[src/rtl/alu_pkg.sv]
// Shared op encodings, flag bit positions and the per-op flag write mask
// for the pipelined ALU.
package alu_pkg;

    typedef enum logic [2:0] {
        OP_ADD    = 3'b000,
        OP_SUB    = 3'b001,
        OP_RED    = 3'b010,
        OP_XOR    = 3'b011,
        OP_SLL    = 3'b100,
        OP_SRA    = 3'b101,
        OP_ROR    = 3'b110,
        OP_PADDSB = 3'b111
    } op_t;

    localparam int FLAG_N = 2;
    localparam int FLAG_Z = 1;
    localparam int FLAG_V = 0;

    function automatic logic [2:0] flag_mask(input op_t op);
        logic [2:0] m;
        m = '0;
        unique case (op)
            OP_ADD, OP_SUB: begin
                m[FLAG_N] = 1'b1;
                m[FLAG_Z] = 1'b1;
                m[FLAG_V] = 1'b1;
            end
            OP_XOR, OP_SLL, OP_SRA, OP_ROR: m[FLAG_Z] = 1'b1;
            default: m = '0;
        endcase
        return m;
    endfunction

endpackage

[src/rtl/alu_pipe_core.sv]
// Combinational ALU datapath: result and NZV for one operand pair.
// Sits between the S1 operand registers and the S2 result registers.
module alu_pipe_core
    import alu_pkg::*;
#(
    parameter int WIDTH = 16,
    parameter int LANE  = 4
) (
    input  op_t              i_op,
    input  logic [WIDTH-1:0] i_a,
    input  logic [WIDTH-1:0] i_b,
    output logic [WIDTH-1:0] o_res,
    output logic [2:0]       o_nzv
);

    localparam int SHW = $clog2(WIDTH);
    localparam int NL  = WIDTH / LANE;
    localparam logic [WIDTH-1:0] SMAX = {1'b0, {(WIDTH-1){1'b1}}};
    localparam logic [WIDTH-1:0] SMIN = {1'b1, {(WIDTH-1){1'b0}}};
    localparam logic [LANE-1:0]  LMAX = {1'b0, {(LANE-1){1'b1}}};
    localparam logic [LANE-1:0]  LMIN = {1'b1, {(LANE-1){1'b0}}};

    logic [SHW-1:0]   w_amt;
    logic [SHW-1:0]   w_namt;
    logic [WIDTH:0]   w_sum;
    logic [WIDTH:0]   w_dif;
    logic             w_add_ov;
    logic             w_sub_ov;
    logic [WIDTH-1:0] w_add;
    logic [WIDTH-1:0] w_sub;
    logic [WIDTH-1:0] w_sra;
    logic [WIDTH-1:0] w_ror;
    logic [WIDTH-1:0] w_acc;
    logic [WIDTH-1:0] w_pad;
    logic [LANE:0]    w_ls;
    logic             w_v;

    assign w_amt  = i_b[SHW-1:0];
    assign w_namt = SHW'(0) - w_amt;

    // One guard bit: overflow shows as disagreement of the top two bits.
    assign w_sum    = {i_a[WIDTH-1], i_a} + {i_b[WIDTH-1], i_b};
    assign w_dif    = {i_a[WIDTH-1], i_a} - {i_b[WIDTH-1], i_b};
    assign w_add_ov = w_sum[WIDTH] ^ w_sum[WIDTH-1];
    assign w_sub_ov = w_dif[WIDTH] ^ w_dif[WIDTH-1];
    assign w_add    = w_add_ov ? (w_sum[WIDTH] ? SMIN : SMAX)
                               : w_sum[WIDTH-1:0];
    assign w_sub    = w_sub_ov ? (w_dif[WIDTH] ? SMIN : SMAX)
                               : w_dif[WIDTH-1:0];

    assign w_sra = $signed(i_a) >>> w_amt;
    assign w_ror = (i_a >> w_amt) | (i_a << w_namt);

    always_comb begin
        w_acc = '0;
        w_pad = '0;
        w_ls  = '0;
        for (int l = 0; l < NL; l++) begin
            w_acc = w_acc + WIDTH'($signed(i_a[l*LANE +: LANE]));
            w_acc = w_acc + WIDTH'($signed(i_b[l*LANE +: LANE]));
            w_ls  = {i_a[l*LANE+LANE-1], i_a[l*LANE +: LANE]}
                  + {i_b[l*LANE+LANE-1], i_b[l*LANE +: LANE]};
            w_pad[l*LANE +: LANE] = (w_ls[LANE] ^ w_ls[LANE-1])
                                  ? (w_ls[LANE] ? LMIN : LMAX)
                                  : w_ls[LANE-1:0];
        end
    end

    always_comb begin
        o_res = '0;
        w_v   = 1'b0;
        unique case (i_op)
            OP_ADD: begin
                o_res = w_add;
                w_v   = w_add_ov;
            end
            OP_SUB: begin
                o_res = w_sub;
                w_v   = w_sub_ov;
            end
            OP_RED:    o_res = w_acc;
            OP_XOR:    o_res = i_a ^ i_b;
            OP_SLL:    o_res = i_a << w_amt;
            OP_SRA:    o_res = w_sra;
            OP_ROR:    o_res = w_ror;
            OP_PADDSB: o_res = w_pad;
        endcase
    end

    always_comb begin
        o_nzv         = '0;
        o_nzv[FLAG_N] = o_res[WIDTH-1];
        o_nzv[FLAG_Z] = (o_res == '0);
        o_nzv[FLAG_V] = w_v;
    end

endmodule

[src/rtl/alu_pipe.sv]
// Two-stage pipelined ALU with valid/ready on both sides and an
// architectural NZV register written in order at result acceptance.
module alu_pipe
    import alu_pkg::*;
#(
    parameter int WIDTH = 16,
    parameter int LANE  = 4
) (
    input  logic             clk,
    input  logic             rst,
    input  logic             in_valid,
    output logic             in_ready,
    input  logic [WIDTH-1:0] in_a,
    input  logic [WIDTH-1:0] in_b,
    input  logic [2:0]       in_op,
    output logic             out_valid,
    input  logic             out_ready,
    output logic [WIDTH-1:0] out_result,
    output logic [2:0]       out_flag,
    output logic [2:0]       flag
);

    logic             r_s1_valid;
    op_t              r_s1_op;
    logic [WIDTH-1:0] r_s1_a;
    logic [WIDTH-1:0] r_s1_b;
    logic             r_s2_valid;
    logic [WIDTH-1:0] r_s2_res;
    logic [2:0]       r_s2_nzv;
    logic [2:0]       r_s2_mask;
    logic [2:0]       r_flag;

    logic             w_s1_adv;
    logic             w_out_fire;
    logic [WIDTH-1:0] w_res;
    logic [2:0]       w_nzv;

    assign w_s1_adv   = !r_s2_valid || out_ready;
    assign in_ready   = !r_s1_valid || w_s1_adv;
    assign w_out_fire = r_s2_valid && out_ready;

    alu_pipe_core #(
        .WIDTH (WIDTH),
        .LANE  (LANE)
    ) u_core (
        .i_op  (r_s1_op),
        .i_a   (r_s1_a),
        .i_b   (r_s1_b),
        .o_res (w_res),
        .o_nzv (w_nzv)
    );

    always_ff @(posedge clk) begin
        if (rst) begin
            r_s1_valid <= 1'b0;
            r_s1_op    <= OP_ADD;
            r_s1_a     <= '0;
            r_s1_b     <= '0;
            r_s2_valid <= 1'b0;
            r_s2_res   <= '0;
            r_s2_nzv   <= '0;
            r_s2_mask  <= '0;
            r_flag     <= '0;
        end else begin
            if (in_ready) begin
                r_s1_valid <= in_valid;
                if (in_valid) begin
                    r_s1_op <= op_t'(in_op);
                    r_s1_a  <= in_a;
                    r_s1_b  <= in_b;
                end
            end
            if (w_s1_adv) begin
                r_s2_valid <= r_s1_valid;
                if (r_s1_valid) begin
                    r_s2_res  <= w_res;
                    r_s2_nzv  <= w_nzv;
                    r_s2_mask <= flag_mask(r_s1_op);
                end
            end
            // Only accepted results touch the flags, so order is preserved.
            if (w_out_fire) begin
                r_flag <= (r_flag & ~r_s2_mask) | (r_s2_nzv & r_s2_mask);
            end
        end
    end

    assign out_valid  = r_s2_valid;
    assign out_result = r_s2_res;
    assign out_flag   = r_s2_nzv;
    assign flag       = r_flag;

endmodule
[config.mk]
export PLATFORM = sky130hd
export DESIGN_NAME = alu_pipe
export DESIGN_NICKNAME = d
export VERILOG_FILES = /design/src/rtl/alu_pkg.sv /design/src/rtl/alu_pipe_core.sv /design/src/rtl/alu_pipe.sv
export SDC_FILE = /design/constraint.sdc
export NUM_CORES = 1
export LEC_CHECK = 0
export BUFFER_PORTS_ARGS = -buffer_cell sky130_fd_sc_hd__clkbuf_2
export CORE_MARGIN = 4
export CORE_UTILIZATION = 40
export CTS_BUF_LIST = sky130_fd_sc_hd__clkbuf_8
export DETAILED_ROUTE_END_ITERATION = 12
export GPL_TIMING_DRIVEN = 0
export MAX_ROUTING_LAYER = met4
export SLEW_MARGIN = 20
export SYNTH_ARGS = -nofsm -noshare
export SYNTH_HDL_FRONTEND = slang
export SYNTH_SLANG_ARGS = --single-unit
export TNS_END_PERCENT = 50
[constraint.sdc]
create_clock -name clk -period 9.13 [get_ports clk]
set_input_delay 0.4565 -clock clk [delete_from_list [all_inputs] [get_ports clk]]
set_output_delay 0.4565 -clock clk [all_outputs]
set_load 0.02 [all_outputs]
==> impl_metrics.json, run 1 <==
{
  "status": "finished clean",
  "dpl.hpwl_um": 29900,
  "rsz0062_at_grt": "false",
  "tightest_slew_ns": 0.995,
  "p_leak_nw": 3.84,
  "avgSynthCellArea_um2": 7.57,
  "area.growth.synth_to_final_pct": 9.73,
  "synth-simple-area-share_pct": 21.2,
  "irDropWorstVdd_v": 0.000106,
  "fin_crit_ns": 7.98,
  "synth_top_family_by_area": "compound AO/OA/AOI/OAI gates",
  "dieWidth_um": 156,
  "clkLatencyLatePin_ns": 0.37,
  "clock_sinks": 60,
  "cts_resized": 0,
  "vias": 9544,
  "synth_area_um2": 8810,
  "rows": 54,
  "synth_edf_count": 0,
  "cts_buffers": 9,
  "finalHoldViolCount": 0,
  "synth_fa_ha_area_share_pct": 14.0,
  "arrival_ns": 8.26,
  "critPathLaunchType": "register",
  "ioPinCount": 63,
  "setup_viol": 0,
  "drc": 0,
  "final_common_cell": "nand2_1",
  "worstPathRequired_ns": 9.41,
  "holdCritPathClass": "in2reg",
  "critPathBufInv": 6,
  "synth_compound_area_share_pct": 26.3,
  "slowest_delay_ns": 0.70,
  "cts_max_level": 3,
  "postRouteWirelength_um": 37200,
  "ant_nets": 0,
  "grt_overflow": 0,
  "holdWs_ns": 0.294,
  "grt_pass1_wl_um": 56400,
  "start_util_pct": 40.5,
  "hold_buffers": 0,
  "fillers": 2276,
  "crit_path_max_fanout": 12,
  "total_power_mw": 1.31,
  "finClkSkew_ns": 0.0163,
  "post-cts-setup-buffers": 0,
  "synthCells": 1164,
  "cellPowerDensity_nw_per_um2": 135,
  "core_um2": 21800,
  "crit_family": "adder cells",
  "layout.nets": 1353,
  "clkTransAtPathRegs_ns": 0.08,
  "synth_ff_type": "dfxtp_1",
  "yosys.cell_types.count": 91,
  "slew_violations": 0,
  "io_buffer_count": 61,
  "die_h_um": 156,
  "wl_per_cell_um": 24.5,
  "fin_crit_sh_pct": 87.4,
  "clockRootBuffer": "clkbuf_8",
  "r2r_slack_ns": 1.15,
  "ys_seq_elements": 60,
  "synthArstFlopShare_pct": 0,
  "synth-warning-count": 0,
  "end_kind": "register",
  "syn_nets": 1281,
  "crit_type": "reg2reg",
  "synth_xor_area_share_pct": 3.48,
  "cts_tree": "built",
  "placed_area_um2": 9470,
  "timing.fmax_mhz": 125,
  "grt_pass1_vias": 8931,
  "firstDrtPassIters": 6,
  "drv_cap": 0,
  "antenna_found_initial": 0,
  "relSlewSlack_pct": 32.0,
  "drtIter0Drc": 1226,
  "final_cell_mix": "nand2_1, a21oi_1, nor2_1, inv_1, clkbuf_2",
  "grt_max_degree": 14,
  "yosysSeqAreaShare_pct": 13.6,
  "routabilityCongestion": 1.07,
  "synth_mux_area_share_pct": 13.4,
  "grt_usage_pct": 31.3,
  "final_area_um2": 9670,
  "crit_top_cell": "fa_1",
  "diodes": 0,
  "clockBufferDepth": 2,
  "drive_gt1_share_pct": 13.9,
  "dieArea_um2": 24500,
  "setup_tns_ns": 0,
  "slowest_stage": "a2111oi_0",
  "routed_via_density": 6.27
}
==> worst reg2reg max path: cells and delay by family, from the launching register on <==
| kind | cells | cell delay (ns) |
|---|---|---|
| flops | 1 | 0.48 |
| compound gates | 9 | 2.30 |
| buf+inv | 6 | 0.96 |
| fa+ha+maj | 8 | 3.15 |
| simple gates | 5 | 0.72 |
| xor+xnor | 1 | 0.28 |
==> cells by family after synthesis <==
logic type / Yosys count
simple gates: 392
compound gates: 353
xor+xnor: 35
flops: 60
fa+ha+maj: 79
mux: 84
buf+inv: 161
==> sequential cells by signal, indices dropped and copies added, names as in the netlist, named ones only <==
register	cells
r_s1_b	16
r_s1_valid	1
out_flag	2
out_valid	1
r_s1_op	3
out_result	16
r_s1_a	16
r_s2_mask	2
==> metrics by stage <==
stage / setup slack (ns) / std cells / util, %
floorplan: 2.69 / 1164 / -
global placement: 1.32 / 1505 / 43.5
detailed placement: 1.26 / 1505 / 43.5
CTS: 1.20 / 1521 / 44.4
global route: 0.831 / 1521 / 44.4
finish: 1.15 / 1521 / 44.4
==> worst paths after layout <==
kind	from	depth (start not counted)	end
min	in_b[7]	3	r_s1_b[7]
max reg2reg	r_s1_b[1]	29	out_flag[1]
max	r_s1_b[1]	29	out_flag[1]
min reg2reg	out_result[0]	2	out_result[0]
==> synthesized netlist by cell type (8+ instances only) <==
| cell | count | area (um2) |
|---|---|---|
| and3_1 | 8 | 50.1 |
| nor2b_1 | 19 | 119 |
| o32ai_1 | 9 | 78.8 |
| a211oi_1 | 16 | 120 |
| a31oi_1 | 13 | 81.3 |
| nor3_1 | 25 | 125 |
| nand2b_1 | 17 | 106 |
| nand2_1 | 155 | 582 |
| xnor2_1 | 26 | 228 |
| inv_1 | 62 | 233 |
| xor2_1 | 9 | 78.8 |
| ha_1 | 45 | 563 |
| o21bai_1 | 8 | 60.1 |
| mux2i_1 | 42 | 420 |
| a21o_1 | 10 | 75.1 |
| dfxtp_1 | 60 | 1200 |
| nand3_1 | 18 | 90.1 |
| clkbuf_1 | 59 | 221 |
| o21ai_0 | 60 | 300 |
| a21oi_1 | 117 | 586 |
| nor2_1 | 90 | 338 |
| nor4_1 | 10 | 62.6 |
| mux2_2 | 16 | 180 |
| o211ai_1 | 19 | 143 |
| or3_1 | 10 | 62.6 |
| buf_2 | 17 | 85.1 |
| mux4_2 | 24 | 541 |
| o22ai_1 | 12 | 75.1 |
| fa_1 | 33 | 661 |
==> cell type report <==
class	count	area [um2]	area share (%)
Tap cell	280	350	3.62
Buffer	95	453	4.68
Clock buffer	9	124	1.28
Timing Repair Buffer	61	305	3.16
Multi-Input combinational cell	943	6910	71.5
Inverter	66	248	2.56
Sequential cell	60	1200	12.4
Clock inverter	7	77.6	0.802
==> layer usage <==
layer / up-vias / wire length (um) / GRT usage [%]
met1: 4613 / 16500 / 43.8
li1: 4381 / - / -
met3: 69 / 3250 / 5.06
met5: - / 0 / -
met2: 481 / 16300 / 46.5
met4: 0 / 1210 / 9.50
==> power by group <==
part           internal [mW]  switching [mW]
logic                  0.282           0.468
registers              0.278          0.0303
clock network          0.127           0.123
Power figures use the tool's default switching activity.
==> inputs of run 2 (changes only) <==
- RECOVER_POWER: unset -> 50
- clock period: 9.13 -> 8.1 ns (I/O delays scaled with it)
==> run 2 against run 1 <==
Register-to-register slack got worse by 0.73 ns. First-iteration DRC count decreased by 5.8%. Largest power group unchanged. Highest routed layer unchanged. Critical path type unchanged. Combinational power grew 12%.
==> impl_metrics.json, run 2 (synthesized netlist as in run 1, its figures left out) <==
{
  "crit_start": "r_s1_b[1]",
  "clock_sinks": 60,
  "worstPathRequired_ns": 8.38,
  "slew_violations": 0,
  "ioPinCount": 63,
  "crit_top_cell": "fa_1",
  "finalHoldViolCount": 0,
  "ant_nets": 0,
  "clockRootBuffer": "clkbuf_8",
  "layout.nets": 1353,
  "drive_gt1_share_pct": 12.0,
  "p_leak_nw": 3.76,
  "cellPowerDensity_nw_per_um2": 153,
  "routed_via_density": 6.29,
  "grt_overflow": 0,
  "worstReg2RegStart": "r_s1_b[1]",
  "clockBufferDepth": 2,
  "fin_crit_sh_pct": 94.8,
  "start_util_pct": 40.5,
  "hp-start": "in_b[7]",
  "grt_pass1_vias": 8931,
  "grt_max_degree": 14,
  "worstReg2RegEnd": "out_flag[1]",
  "cts_max_level": 3,
  "crit_path_max_fanout": 12,
  "r2r_slack_ns": 0.42,
  "diodes": 0,
  "grt_usage_pct": 31.3,
  "dieArea_um2": 24500,
  "io_buffer_count": 61,
  "wl_per_cell_um": 24.5,
  "total_power_mw": 1.48,
  "crit_family": "adder cells",
  "postRouteWirelength_um": 37200,
  "die_h_um": 156,
  "vias": 9573,
  "routabilityCongestion": 1.07,
  "clkLatencyLatePin_ns": 0.38,
  "finClkSkew_ns": 0.0165,
  "slowest_delay_ns": 0.55,
  "clkTransAtPathRegs_ns": 0.09,
  "rr_worst_depth": 29,
  "end_kind": "register",
  "tightest_slew_ns": 1.08,
  "multi_input_area_um2": 6920,
  "regArea_um2": 1200,
  "final_area_um2": 9640,
  "cts_buffers": 9,
  "placed_area_um2": 9470,
  "irDropWorstVdd_v": 0.000118,
  "rows": 54,
  "holdCritPathClass": "in2reg",
  "drc": 0,
  "hold-path-cell-count": 3,
  "fin_crit_ns": 7.68,
  "dpl.hpwl_um": 29900,
  "drv_cap": 0,
  "setup_tns_ns": 0,
  "holdWs_ns": 0.235,
  "area.growth.synth_to_final_pct": 9.46,
  "hold_buffers": 0,
  "fillers": 2295,
  "min_to": "r_s1_b[7]",
  "critPathBufInv": 6,
  "antenna_found_initial": 0,
  "rsz0062_at_grt": "false",
  "critPathLaunchType": "register",
  "drtIter0Drc": 1155,
  "arrival_ns": 7.97,
  "core_um2": 21800,
  "timing.fmax_mhz": 130,
  "firstDrtPassIters": 5,
  "grt_pass1_wl_um": 56400,
  "relSlewSlack_pct": 27.6,
  "final_util_pct": 44.3,
  "cts_tree": "built",
  "status": "finished clean",
  "dieWidth_um": 156,
  "final_cell_mix": "nand2_1, a21oi_1, nor2_1, clkbuf_1, inv_1",
  "crit_type": "reg2reg",
  "final_common_cell": "nand2_1",
  "slowest_stage": "fa_1",
  "setup_viol": 0
}
-- run 2: cell counts in the layout (fill, tap and decap cells not counted) --
No cell type changed its count.
-- run 2: area by class of cell --
cell class,count,share of cell area (%)
repair buffers,61,2.85
clock inverters,7,0.804
multi-input cells,943,71.7
clock buffers,9,1.28
flip-flops and latches,60,12.5
well taps,280,3.63
plain buffers,95,4.70
inverters,66,2.57
-- run 2: power by group --
part	internal [mW]	total [mW]	switching, mW
Sequential	0.314	0.348	0.0341
Combinational	0.316	0.843	0.528
Clock	0.143	0.284	0.141
Total	0.773	1.48	0.703
-- run 2: per-layer routing --
layer	share of wire, %	track usage [%]	vias to the layer above	wire length [um]
met5	0	-	-	0
met2	43	46.5	518	16100
met3	9.0	5.06	70	3350
met1	44	43.8	4606	16500
met4	3.3	9.50	0	1240
li1	-	-	4379	-
-- run 2: how the worst max path moves through the flow --
stage                        endpoint  slack, ns  cells after the start
after floorplan           out_flag[1]       1.66                     29
after global placement    out_flag[1]       0.29                     29
after detailed placement  out_flag[1]       0.23                     29
after CTS                 out_flag[1]       0.17                     29
after global routing      out_flag[1]        0.1                     29
final                     out_flag[1]       0.42                     29
-- run 2: what timing repair did --
action                     CTS  global route
setup buffers                0             0
setup endpoints to repair    0             1
resized for setup            0             2
-- run 2: worst register-to-register path: cells and delay by family (launching register included) --
kind / cells / cell delay [ns]
DFF: 1 / 0.48
buffers and inverters: 6 / 0.94
AOI/OAI and AO/OA: 9 / 2.02
xor gates and xnor gates: 1 / 0.28
adders and majority gates: 8 / 3.14
and+or+nand+nor: 5 / 0.73
-- run 2: per-stage QoR --
stage	cells	setup WS, ns
floorplan	1164	1.66
global placement	1505	0.287
detailed placement	1505	0.234
CTS	1521	0.168
global route	1521	0.0965
finish	1521	0.418
==> inputs of run 3 (changes only) <==
--- a/config.mk
+++ b/config.mk
@@ -13,2 +13,3 @@
 export GPL_TIMING_DRIVEN = 0
+export HOLD_SLACK_MARGIN = 0.06
 export MAX_ROUTING_LAYER = met4
--- a/constraint.sdc
+++ b/constraint.sdc
@@ -3,2 +3,2 @@
 set_output_delay 0.405 -clock clk [all_outputs]
-set_load 0.02 [all_outputs]
+set_load 0.005 [all_outputs]
==> run 3 against run 2 <==
Via count about the same. Clock skew about the same. Non-clock buffer count did not move. First-iteration DRC count grew 0.61%. Setup slack lost 0.015 ns. Count of clock-buffer cells in the layout unchanged. Cell area increased by 0.12%. Worst hold slack better by 0.00069 ns. Sequential cell count stayed put. Die area stayed put. Cell count unchanged. Wire length is essentially flat. Critical endpoint unchanged. Largest cell class unchanged.
==> impl_metrics.json, run 3 (synthesized netlist as in run 1, its figures left out) <==
{
  "rows": 54,
  "drtIter0Drc": 1162,
  "finalHoldViolCount": 0,
  "io_buffer_count": 61,
  "clkLatencyLatePin_ns": 0.38,
  "timing.fmax_mhz": 130,
  "cts_buffers": 9,
  "seqPwrFrac_pct": 23.7,
  "p_leak_nw": 3.79,
  "post-cts-setup-buffers": 0,
  "finClkSkew_ns": 0.0165,
  "final_cell_mix": "nand2_1, a21oi_1, nor2_1, clkbuf_1, inv_1",
  "area.growth.synth_to_final_pct": 9.59,
  "clkTransAtPathRegs_ns": 0.09,
  "routed_via_density": 6.29,
  "power_switching_mw": 0.694,
  "grt_pass1_wl_um": 56400,
  "clockRootBuffer": "clkbuf_8",
  "critPathLaunchType": "register",
  "slowest_stage": "fa_1",
  "die_h_um": 156,
  "ant_nets": 0,
  "arrival_ns": 7.98,
  "slowest_delay_ns": 0.55,
  "crit_path_max_fanout": 12,
  "cts_resized": 0,
  "start_util_pct": 40.5,
  "p_int_mw": 0.773,
  "slew_violations": 0,
  "drive_gt1_share_pct": 12.7,
  "grt_overflow": 0,
  "setup_tns_ns": 0,
  "clockBufferDepth": 2,
  "layout.nets": 1353,
  "cts_max_level": 3,
  "cts_tree": "built",
  "core_um2": 21800,
  "setup_viol": 0,
  "holdCritPathClass": "in2reg",
  "comb_power_share_pct": 56.9,
  "dpl.hpwl_um": 29900,
  "rsz0062_at_grt": "false",
  "crit_type": "reg2reg",
  "diodes": 0,
  "grt_pass1_vias": 8931,
  "relSlewSlack_pct": 28.2,
  "antenna_found_initial": 0,
  "grt_usage_pct": 31.3,
  "dieWidth_um": 156,
  "vias": 9566,
  "grt_max_degree": 14,
  "drc": 0,
  "fin_crit_sh_pct": 95.0,
  "dp_slack_ns": 0.234,
  "worstPathRequired_ns": 8.38,
  "drv_cap": 0,
  "tightest_slew_ns": 1.07,
  "status": "finished clean",
  "wl_per_cell_um": 24.4,
  "crit_top_cell": "fa_1",
  "setup_ws_ns": 0.402,
  "firstDrtPassIters": 5,
  "clock_sinks": 60,
  "fin_crit_ns": 7.70,
  "final_common_cell": "nand2_1",
  "irDropWorstVdd_v": 0.000119,
  "clkPwrFrac_pct": 19.4,
  "ioPinCount": 63,
  "routabilityCongestion": 1.07,
  "power_switching_share_pct": 47.3,
  "cellPowerDensity_nw_per_um2": 152,
  "hold_buffers": 0,
  "end_kind": "register",
  "fillers": 2290,
  "postRouteWirelength_um": 37200,
  "dieArea_um2": 24500
}
-- run 3: cell types whose count changed in the layout (fill, tap and decap cells not counted), sizes merged --
cell    previous run  this run
buf               36        35
clkbuf           129       130
-- run 3: power by group through the flow --
stage | clock, mW | sequential (mW) | combinational [mW]
after floorplan | 0 | 0.340 | 0.575
after global placement | 0 | 0.354 | 0.815
after detailed placement | 0 | 0.354 | 0.816
after CTS | 0.292 | 0.347 | 0.820
after global routing | 0.302 | 0.350 | 0.918
final | 0.284 | 0.348 | 0.835
-- run 3: metal layers --
layer	GRT usage, %	vias to the layer above	wire (um)
li1	-	4381	-
met1	43.8	4598	16500
met2	46.5	511	16100
met3	5.06	76	3300
met4	9.50	0	1260
met5	-	-	0
-- run 3: layout make-up --
class | instances | area (um2) | share of cell area (%)
inverter | 66 | 248 | 2.57
sequential | 60 | 1200 | 12.4
multi-input combinational | 943 | 6920 | 71.6
buffer | 95 | 453 | 4.69
tap | 280 | 350 | 3.63
timing repair buffer | 61 | 287 | 2.97
clock buffer | 9 | 124 | 1.28
clock inverter | 7 | 77.6 | 0.803
-- run 3: stage by stage --
stage          power (mW)  instances  hold slack [ns]  utilization, %  cell area [um2]
2_1_floorplan       0.914       1164            0.453               -             8810
3_3_place_gp         1.17       1505            0.445            43.5             9470
3_5_place_dp         1.17       1505            0.446            43.5             9470
4_1_cts              1.46       1521            0.227            44.4             9670
5_1_grt              1.57       1521            0.243            44.4             9660
6_report             1.47       1521            0.236            44.4             9660
-- run 3: path summary, 6_finish.rpt --
| check | start | to | slack, ns | depth (start not counted) |
|---|---|---|---|---|
| worst max-delay path | r_s1_b[1] | out_flag[1] | 0.40 | 29 |
| worst min-delay path | in_b[7] | r_s1_b[7] | 0.24 | 3 |
| worst max register to register | r_s1_b[1] | out_flag[1] | 0.40 | 29 |
| worst min register to register | out_result[0] | out_result[0] | 0.45 | 2 |
-- run 3: worst max-delay path: cells and delay by family (launching register included) --
kind,cells,cell delay (ns)
AO/OA/AOI/OAI,9,2.03
XOR/XNOR,1,0.28
adder cells (fa/ha/maj),8,3.14
buffers and inverters,6,0.93
flip-flops,1,0.48
AND/OR/NAND/NOR,5,0.73
